$ cat src/rtl/instruction_encoder_pkg.sv
// rtl/instruction_encoder_pkg.sv - shared opcode, field layout, FSM state and encode helper
package instruction_encoder_pkg;

    localparam int INSTR_W = 32;
    localparam int FIELD_W = 15;
    localparam int OP_MSB  = 31;
    localparam int OP_LSB  = 30;
    localparam int A_MSB   = 29;
    localparam int A_LSB   = 15;
    localparam int B_MSB   = 14;
    localparam int B_LSB   = 0;

    typedef enum logic [1:0] {
        OP_WRITE       = 2'b00,
        OP_READ        = 2'b01,
        OP_GO          = 2'b10,
        OP_WRITE_BURST = 2'b11
    } op_e;

    typedef enum logic {
        ST_IDLE  = 1'b0,
        ST_BURST = 1'b1
    } state_e;

    // GO carries no operands; WRITE_BURST never forms a word of its own.
    function automatic logic [INSTR_W-1:0] encode_instr(
        input op_e                op,
        input logic [FIELD_W-1:0] a,
        input logic [FIELD_W-1:0] b
    );
        logic [INSTR_W-1:0] word;
        word = '0;
        case (op)
            OP_WRITE, OP_READ: begin
                word[OP_MSB:OP_LSB] = op;
                word[A_MSB:A_LSB]   = a;
                word[B_MSB:B_LSB]   = b;
            end
            OP_GO:   word[OP_MSB:OP_LSB] = op;
            default: word = '0;
        endcase
        return word;
    endfunction

endpackage

$ cat src/rtl/instruction_encoder.sv
// rtl/instruction_encoder.sv - command/burst-data to 32-bit micro-instruction encoder
module instruction_encoder
    import instruction_encoder_pkg::*;
(
    input  logic        clk,
    input  logic        rst,
    input  logic        cmd_valid,
    output logic        cmd_ready,
    input  logic [1:0]  cmd_op,
    input  logic [14:0] cmd_addr,
    input  logic [14:0] cmd_arg,
    input  logic        dat_valid,
    output logic        dat_ready,
    input  logic [14:0] dat_data,
    output logic        instr_valid,
    input  logic        instr_ready,
    output logic [31:0] instr,
    output logic        busy,
    output logic        err_range
);

    state_e        state_q, state_d;
    logic [31:0]   instr_q, instr_d;
    logic          instr_valid_q, instr_valid_d;
    logic          err_range_q, err_range_d;
    logic [14:0]   addr_q, addr_d;
    logic [15:0]   remaining_q, remaining_d;

    logic          slot_free;
    logic          cmd_fire;
    logic          dat_fire;
    op_e           op;

    assign op = op_e'(cmd_op);

    always_ff @(posedge clk) begin
        if (rst) begin
            state_q       <= ST_IDLE;
            instr_q       <= '0;
            instr_valid_q <= 1'b0;
            err_range_q   <= 1'b0;
            addr_q        <= '0;
            remaining_q   <= '0;
        end else begin
            state_q       <= state_d;
            instr_q       <= instr_d;
            instr_valid_q <= instr_valid_d;
            err_range_q   <= err_range_d;
            addr_q        <= addr_d;
            remaining_q   <= remaining_d;
        end
    end

    always_comb begin
        state_d = state_q;
        case (state_q)
            ST_IDLE:  if (cmd_fire && op == OP_WRITE_BURST) state_d = ST_BURST;
            ST_BURST: if (dat_fire && remaining_q == 16'd1) state_d = ST_IDLE;
            default:  state_d = ST_IDLE;
        endcase
    end

    // Same-cycle drain and reload keeps one word per cycle flowing.
    always_comb begin
        slot_free = !instr_valid_q || instr_ready;
        cmd_ready = (state_q == ST_IDLE) && slot_free;
        dat_ready = (state_q == ST_BURST) && slot_free;
        cmd_fire  = cmd_valid && cmd_ready;
        dat_fire  = dat_valid && dat_ready;
        busy      = (state_q != ST_IDLE) || instr_valid_q;
    end

    always_comb begin
        instr_d       = instr_q;
        instr_valid_d = instr_valid_q && !instr_ready;
        err_range_d   = 1'b0;
        addr_d        = addr_q;
        remaining_d   = remaining_q;
        if (cmd_fire) begin
            case (op)
                OP_READ: begin
                    if (cmd_addr > cmd_arg) begin
                        err_range_d = 1'b1;
                    end else begin
                        instr_d       = encode_instr(op, cmd_addr, cmd_arg);
                        instr_valid_d = 1'b1;
                    end
                end
                OP_WRITE_BURST: begin
                    addr_d      = cmd_addr;
                    remaining_d = {1'b0, cmd_arg} + 16'd1;
                end
                default: begin
                    instr_d       = encode_instr(op, cmd_addr, cmd_arg);
                    instr_valid_d = 1'b1;
                end
            endcase
        end
        if (dat_fire) begin
            instr_d       = encode_instr(OP_WRITE, addr_q, dat_data);
            instr_valid_d = 1'b1;
            addr_d        = addr_q + 15'd1;
            remaining_d   = remaining_q - 16'd1;
        end
    end

    assign instr       = instr_q;
    assign instr_valid = instr_valid_q;
    assign err_range   = err_range_q;

endmodule

$ cat config.mk
export PLATFORM = sky130hd
export DESIGN_NAME = instruction_encoder
export DESIGN_NICKNAME = d
export VERILOG_FILES = /design/src/rtl/instruction_encoder_pkg.sv /design/src/rtl/instruction_encoder.sv
export SDC_FILE = /design/constraint.sdc
export NUM_CORES = 1
export LEC_CHECK = 0
export ABC_AREA = 1
export BUFFER_PORTS_ARGS = -buffer_cell sky130_fd_sc_hd__buf_2
export CORE_ASPECT_RATIO = 0.75
export CORE_MARGIN = 1
export CORE_UTILIZATION = 35
export DETAILED_ROUTE_END_ITERATION = 16
export PLACE_DENSITY = 0.62
export SLEW_MARGIN = 20
export SYNTH_ARGS = -nofsm -noshare
export SYNTH_HDL_FRONTEND = slang
export SYNTH_SLANG_ARGS = --single-unit
$ cat constraint.sdc
create_clock -name clk -period 3.19 [get_ports clk]
set_clock_uncertainty 0.05 [all_clocks]
set_input_delay 0.1595 -clock clk [delete_from_list [all_inputs] [get_ports clk]]
set_output_delay 0.1595 -clock clk [all_outputs]
set_load 0.005 [all_outputs]
# Yosys cells after proc, flatten, opt, wreduce, memory -nomap -nowiden
# Cells that the tools add are included.
# totals
input_bits,52
ff_bits,66
wordCells,63
# classes
order_cmp,1
eq_ne,7
n_bitwise,4
n_mux,20
n_addsub,3
n_reduce_logical,21
# op_table
cell,n
$mux 30,3
$pmux 32 s2,1
$mux 16,3
$mux 15,3
$mux 32,1
$add 15x1->16 const B,1
$eq 16x1->1 const B,1
$sub 16x1->16 const B,1
$add 15x1->15 const B,1
$gt 15x15->1,1
$logic_and 1x1->1,7
$mux 1,6
$reduce_and 3->1,2
$reduce_or 3->1,2
$eq 2x2->1 const B,2
$ne 2x2->1 const B,2
$not 1->1,4
$pmux 1 s2,2
$reduce_bool 2->1,2
$reduce_or 2->1,2
$ne 3x3->1 const B,1
$eq 2x1->1 const B,1
$logic_not 1->1,2
$logic_not 2->1,1
other kinds (3),4

# Logic depth before layout (Yosys ltp)
# Gate-level depths: netlist of run 1.
# depth
depth_word,7
depth_mapped,15

# Worst setup path after synthesis of run 1
# Ideal clock, no wire load.
# synth_path
kind,input to register
start,input port cmd_arg[14]
end,register instr_q[23] (netlist: instr[23])
setup_time_ps,132
path_stages,14
setup_slack_ps,1555
arrival_time_ps,1453
path_buffers,1
cell_sequence,inv_1 -> ha_1 -> nand2_2 -> nor2_4 -> inv_2 -> nor2_4 -> nand2_1 -> nand2_1 -> nand3_2 -> nand2_4 -> nand2_4 -> buf_6 -> nand2_1 -> a21oi_1
# synth_via
elab_chain_cells,3
# synth_rtl
item,line,text
start: declaration,instruction_encoder.sv:11,"input logic [14:0] cmd_arg,"
$gt 15x15->1,instruction_encoder.sv:82,if (cmd_addr > cmd_arg) begin
$ne 3x3->1 (no source line),-,
$reduce_and 3->1 (no source line),-,
end signal: assignment,instruction_encoder.sv:46,instr_q <= instr_d;
end: declaration,instruction_encoder.sv:23,"logic [31:0] instr_q, instr_d;"
# Every way passes these cells.
# A chain may end at the register's enable or synchronous reset.

# Final worst setup path of run 1
# layout_path
start,input port cmd_arg[6]
end,register instr_q[21] (netlist: instr[21])
# Same word-level chain as after synthesis.

==> run summary, run 1 <==
dpl hpwl - 9960 µm
# Post-CTS Setup Buffers - 0
top-count cell post-synth - nand2_1
Critical Path Start Type - input pin
Starting Density - 36.1%
max_cap viols - 0
WP data required - 3.34 ns
Area contributors post-synth - dfxtp_1 (30%), nand2_1 (13%), nand3_1 (8.6%)
Die Y - 99.6 µm
cts bufs inserted - 9
setup TNS - 0 ns
final design utilization - 42.0%
n_diodes - 0
clk sink count - 66
Slew @ Worst Pin - 0.689 ns
area leader, netlist - dfxtp_1
status - finished, final reports clean
Yosys cell types - 40
met2 GRT Util - 32.8%
Post-synth ARST share - 0%
die area - 13100 µm²
worst-skew pair later-pin latency - 0.33 ns
Hold/Removal Path Class - input pin to register
grt peak-use layer - met2
TritonCTS clock tree - built
GRT overflow - 0
met3 Usage GRT - 4.28%
# setup viols final - 0
Comb power frac - 20.0%
die width - 132 µm
CORE AREA - 12300 µm²
Detailed Route WL - 13600 µm
Power Density - 466 nW/µm²
FP Rows - 35
Routed Antenna Nets - 0
Ports - 89
Total GRT Usage - 21.3%
CTS Root Cell - clkbuf_16
Post-synth top cells - nand2_1 (151), nand3_1 (76), inv_1 (68)
sequential element share of the synthesized area - 29.7%
Power Internal - 1.68 mW
vias after detailed routing - 4723
Clk pwr share - 42.2%
Yosys Warn Count - 0
dpl cells - 882
initial antenna violation count - 0
Tcrit/Tclk final - 64.9%
area added between synthesis and finish - 16.3%
CP Max Fanout - 34
CP endpoint kind - register
FMAX - 0.483 GHz
relative slew slack - 54.0%
fin nets - 798
share of layout cells above drive strength 1 - 19.1%
cell count after synthesis - 657
final hold viol count - 0
pin count of the biggest net entering global routing - 57
via/cell ratio - 5.26
Synth Area per Inst - 6.76 µm²
Resize count post-CTS - 0
cts hold-fix bufs - 0
Mapped Area - 4440 µm²
Routed wire per std cell - 15.1 µm
Synth top area share - 29.7%
syn_nets - 728
Final Critical Period - 2.07 ns
GPL Wtd Cong - 0.915
deepest level of the CTS H-tree - 3
clock transition at the registers of the reported paths - 0.06 ns
GR Util met1 - 30.2%
Pins Over Slew Limit - 0
vias in the first global route - 4331
port bufs - 88
Peak supply drop - 0.229 mV
drt initial violations - 433
Static Leak - 2.34 nW
router iterations before antenna repair - 5
WP data arrival - 2.22 ns
clk buf depth - 2
EDFF count, synth - 0
WS Path Type - input pin to register
switching share of power - 30.2%
Net Sw Power - 727 µW
RSZ-0062 raised after global routing - false
first-pass GRT wire length - 22100 µm
Reg power frac - 37.8%
ys flop type - dfxtp_1
Post-Layout Cell Count - 898
Synth Register Bits - 66
# DRC - 0
path summary, 6_finish.rpt:
| check | start | end | slack, ns | depth (start not counted) |
|---|---|---|---|---|
| setup / recovery | cmd_arg[6] | instr[21]$_SDFFE_PP0P_ | 1.12 | 14 |
| hold / removal | cmd_valid | instr[31]$_SDFFE_PP0P_ | 0.09 | 3 |
| setup reg to reg | instr_valid$_SDFF_PP0_ | instr[11]$_SDFFE_PP0P_ | 1.14 | 9 |
| hold reg to reg | instr[31]$_SDFFE_PP0P_ | instr[31]$_SDFFE_PP0P_ | 0.41 | 2 |
kinds of logic (layout without fill, tap and decap cells):
kind of cell	after synthesis	count (layout)	share of synthesized area, %
adder cells (fa/ha/maj)	19	19	5.35
buffers and inverters	108	183	12.3
AO/OA/AOI/OAI	147	147	18.5
XOR/XNOR	10	10	1.97
flip-flops	66	66	29.7
AND/OR/NAND/NOR	307	307	32.1
final cells by class:
type                            count  area, µm²
Fill cell                        1296       7140
Multi-Input combinational cell    483       2570
Sequential cell                    66       1320
Timing Repair Buffer               93        478
Inverter                           74        280
Clock buffer                       11        253
Tap cell                          166        208
Clock inverter                      5       52.6
critical path: stages:
cell and delay (ns):
buf_2 0.13, inv_1 0.13, ha_1 0.33, nand2_1 0.08, nor2_1 0.18, nand2_1 0.08
nand2_1 0.06, nand2_1 0.05, nand2_1 0.07, nand3_2 0.10, nand2_4 0.33, nand2_4 0.29
nand2_1 0.15, a21oi_1 0.08
layer usage:
| metal | share of wire (%) | vias to the layer above |
|---|---|---|
| met5 | 0 | - |
| li1 | - | 2363 |
| met2 | 42 | 195 |
| met3 | 7.2 | 12 |
| met4 | 0.85 | 0 |
| met1 | 50 | 2153 |
placed cells by master, fill, tap and decap left out, types with 9 or more instances in the layout:
cell type	count
nor2_1	37
inv_1	68
nand4_1	10
ha_1	19
o22ai_1	11
a21oi_1	59
a31oi_1	17
nand2_1	151
nand3_1	76
xor2_1	10
buf_2	88
o21ai_0	42
dfxtp_1	66
clkbuf_16	9
power groups by stage:
stage	Combinational (mW)	Clock (mW)	Sequential [mW]
global route	0.544	1.06	0.916
finish	0.483	1.02	0.910
CTS	0.479	1.03	0.908
detailed placement	0.476	0	0.926
floorplan	0.342	0	0.920
global placement	0.465	0	0.925
metrics by stage:
| stage | hold slack [ns] | area, µm² | setup WS, ns | total power, mW |
|---|---|---|---|---|
| after floorplan | 0.270 | 4440 | 1.55 | 1.26 |
| after global placement | 0.405 | 4860 | 0.913 | 1.39 |
| after detailed placement | 0.406 | 4860 | 0.800 | 1.40 |
| after CTS | 0.0868 | 5170 | 1.15 | 2.42 |
| after global routing | 0.104 | 5170 | 0.910 | 2.52 |
| final | 0.0902 | 5170 | 1.12 | 2.41 |
sequential cells by signal (all words and copies together), names as in the netlist:
signal / count
instr: 32
remaining_q: 16
addr_q: 15
err_range: 1
instr_valid: 1
state_q: 1
Note: power is estimated with default switching activity, not from simulation.
==> run 2, diff against run 1 <==
==> constraint.sdc (replaced) <==
create_clock -name clk -period 2 [get_ports clk]
set_clock_uncertainty 0.05 [all_clocks]
set_input_delay 0.1 -clock clk [delete_from_list [all_inputs] [get_ports clk]]
set_output_delay 0.1 -clock clk [all_outputs]
set_load 0.005 [all_outputs]
==> run 2 against run 1 <==
Critical endpoint is now instr[11]$_SDFFE_PP0P_. Sequential power grew 59%. Critical path type is now register to register. Hold slack lost 0.069 ns. Design area rose by 4.1%.
==> run summary, run 2 (synthesis results as in run 1) <==
relative slew slack - 51.6%
die width - 132 µm
FMAX - 0.549 GHz
vias in the first global route - 4619
Tcrit/Tclk final - 91.0%
Static Leak - 2.45 nW
most frequent cells in the layout - nand2_1 (151), buf_2 (88), nand3_1 (76)
final setup margin - 0.180 ns
multi-input logic area - 2590 µm²
GRT overflow - 0
Pins Over Slew Limit - 0
max FFs per register - 32
Total GRT Usage - 21.7%
fin nets - 819
Final Critical Period - 1.82 ns
Buf/Inv on CP - 1
die area - 13100 µm²
CTS Root Cell - clkbuf_16
max_cap viols - 0
Die Y - 99.6 µm
cts bufs inserted - 9
# setup viols final - 0
cts hold-fix bufs - 0
CP endpoint kind - register
post-route cell area - 5380 µm²
RSZ-0062 raised after global routing - false
vias after detailed routing - 4840
clock transition at the registers of the reported paths - 0.05 ns
WS Path Type - register to register
share of layout cells above drive strength 1 - 21.5%
CP max stage cell - nand2_1
worst-skew pair later-pin latency - 0.34 ns
Power Density - 724 nW/µm²
Hold/Removal Path Class - input pin to register
final hold viol count - 0
Fillers - 1291
drt initial violations - 349
Comb power frac - 21.1%
Critical Path Start Type - register
Ports - 89
cell family with most CP delay - simple AND/OR/NAND/NOR gates
FP Rows - 35
Slew @ Worst Pin - 0.725 ns
Net Sw Power - 1.17 mW
WP data required - 2.21 ns
Cell Area, Placed - 5060 µm²
commonest non-fill, non-tap cell in the layout - nand2_1
Routed wire per std cell - 14.9 µm
final design utilization - 43.7%
area added between synthesis and finish - 21.0%
first-pass GRT wire length - 22900 µm
Reg area - 1320 µm²
R2R Setup Slk - 0.18 ns
WP data arrival - 2.03 ns
CP Max Fanout - 16
Starting Density - 36.1%
Power Internal - 2.72 mW
TritonCTS clock tree - built
Reg power frac - 37.3%
port bufs - 88
Clk pwr share - 41.7%
# DRC - 0
clk sink count - 66
clk buf depth - 2
crit path cell chain - nand2_2, inv_2, nor2_4, nand2_2, nand2_1, o21ai_0, nand2_1, a21oi_1
dpl hpwl - 10300 µm
Detailed Route WL - 13700 µm
Worst Hold Slack - 0.0212 ns
deepest level of the CTS H-tree - 3
Place WS - -0.0427 ns
switching share of power - 30.0%
Peak supply drop - 0.360 mV
status - finished, final reports clean
CORE AREA - 12300 µm²
initial antenna violation count - 0
router iterations before antenna repair - 5
pin count of the biggest net entering global routing - 53
Routed Antenna Nets - 0
via/cell ratio - 5.27
crit-path max cell delay - 0.38 ns
GPL Wtd Cong - 0.870
n_diodes - 0
[run 2: changes by cell type in the layout (fill, tap and decap cells not counted), sizes merged]
cell,previous run,this run
clkbuf,11,12
buf,93,114
clkinv,3,1
clkinvlp,1,2
[run 2: area by class of cell]
class	instances	area share, %
well taps	166	3.86
inverters	74	5.21
repair buffers	114	12.5
flip-flops and latches	66	24.6
multi-input cells	483	48.1
clock buffers	12	4.77
clock inverters	4	0.931
[run 2: per-stage QoR]
step / total power [mW] / std cells / setup TNS (ns)
floorplan: 2.01 / 657 / 0
finish: 3.89 / 919 / 0
global route: 4.09 / 919 / 0
global placement: 2.26 / 903 / 0
detailed placement: 2.29 / 903 / -0.0610
CTS: 3.91 / 919 / 0
[run 2: worst reg2reg max path: stages (launching register included)]
cell and delay [ns]:
dfxtp_1 0.34, nand2_2 0.09, inv_2 0.08, nor2_4 0.04, nand2_2 0.23, nand2_1 0.38, o21ai_0 0.31, nand2_1 0.08
a21oi_1 0.14
[run 2: path summary, 6_finish.rpt]
| check | start | to | cells after the start |
|---|---|---|---|
| worst max-delay path | instr_valid$_SDFF_PP0_ | instr[11]$_SDFFE_PP0P_ | 8 |
| worst min-delay path | cmd_valid | instr[31]$_SDFFE_PP0P_ | 3 |
| worst max register to register | instr_valid$_SDFF_PP0_ | instr[11]$_SDFFE_PP0P_ | 8 |
| worst min register to register | instr[31]$_SDFFE_PP0P_ | instr[31]$_SDFFE_PP0P_ | 2 |
[run 2: metal layers]
metal,global-route usage [%],up-vias,share of wire (%)
li1,-,2387,-
met1,30.0,2238,48
met2,34.3,203,43
met3,4.59,12,8.4
met4,5.72,0,1.0
met5,0,-,0
[run 2: timing repair]
| action | CTS | global route |
|---|---|---|
| buffers inserted | 0 | 0 |
| resized for setup | 0 | 3 |
| setup endpoints to repair | 0 | 2 |
[run 2: power groups by stage]
stage	clock network (mW)	logic [mW]	registers, mW
after floorplan	0	0.545	1.47
final	1.62	0.819	1.45
after CTS	1.65	0.813	1.45
after global routing	1.71	0.921	1.46
after detailed placement	0	0.811	1.48
after global placement	0	0.792	1.47
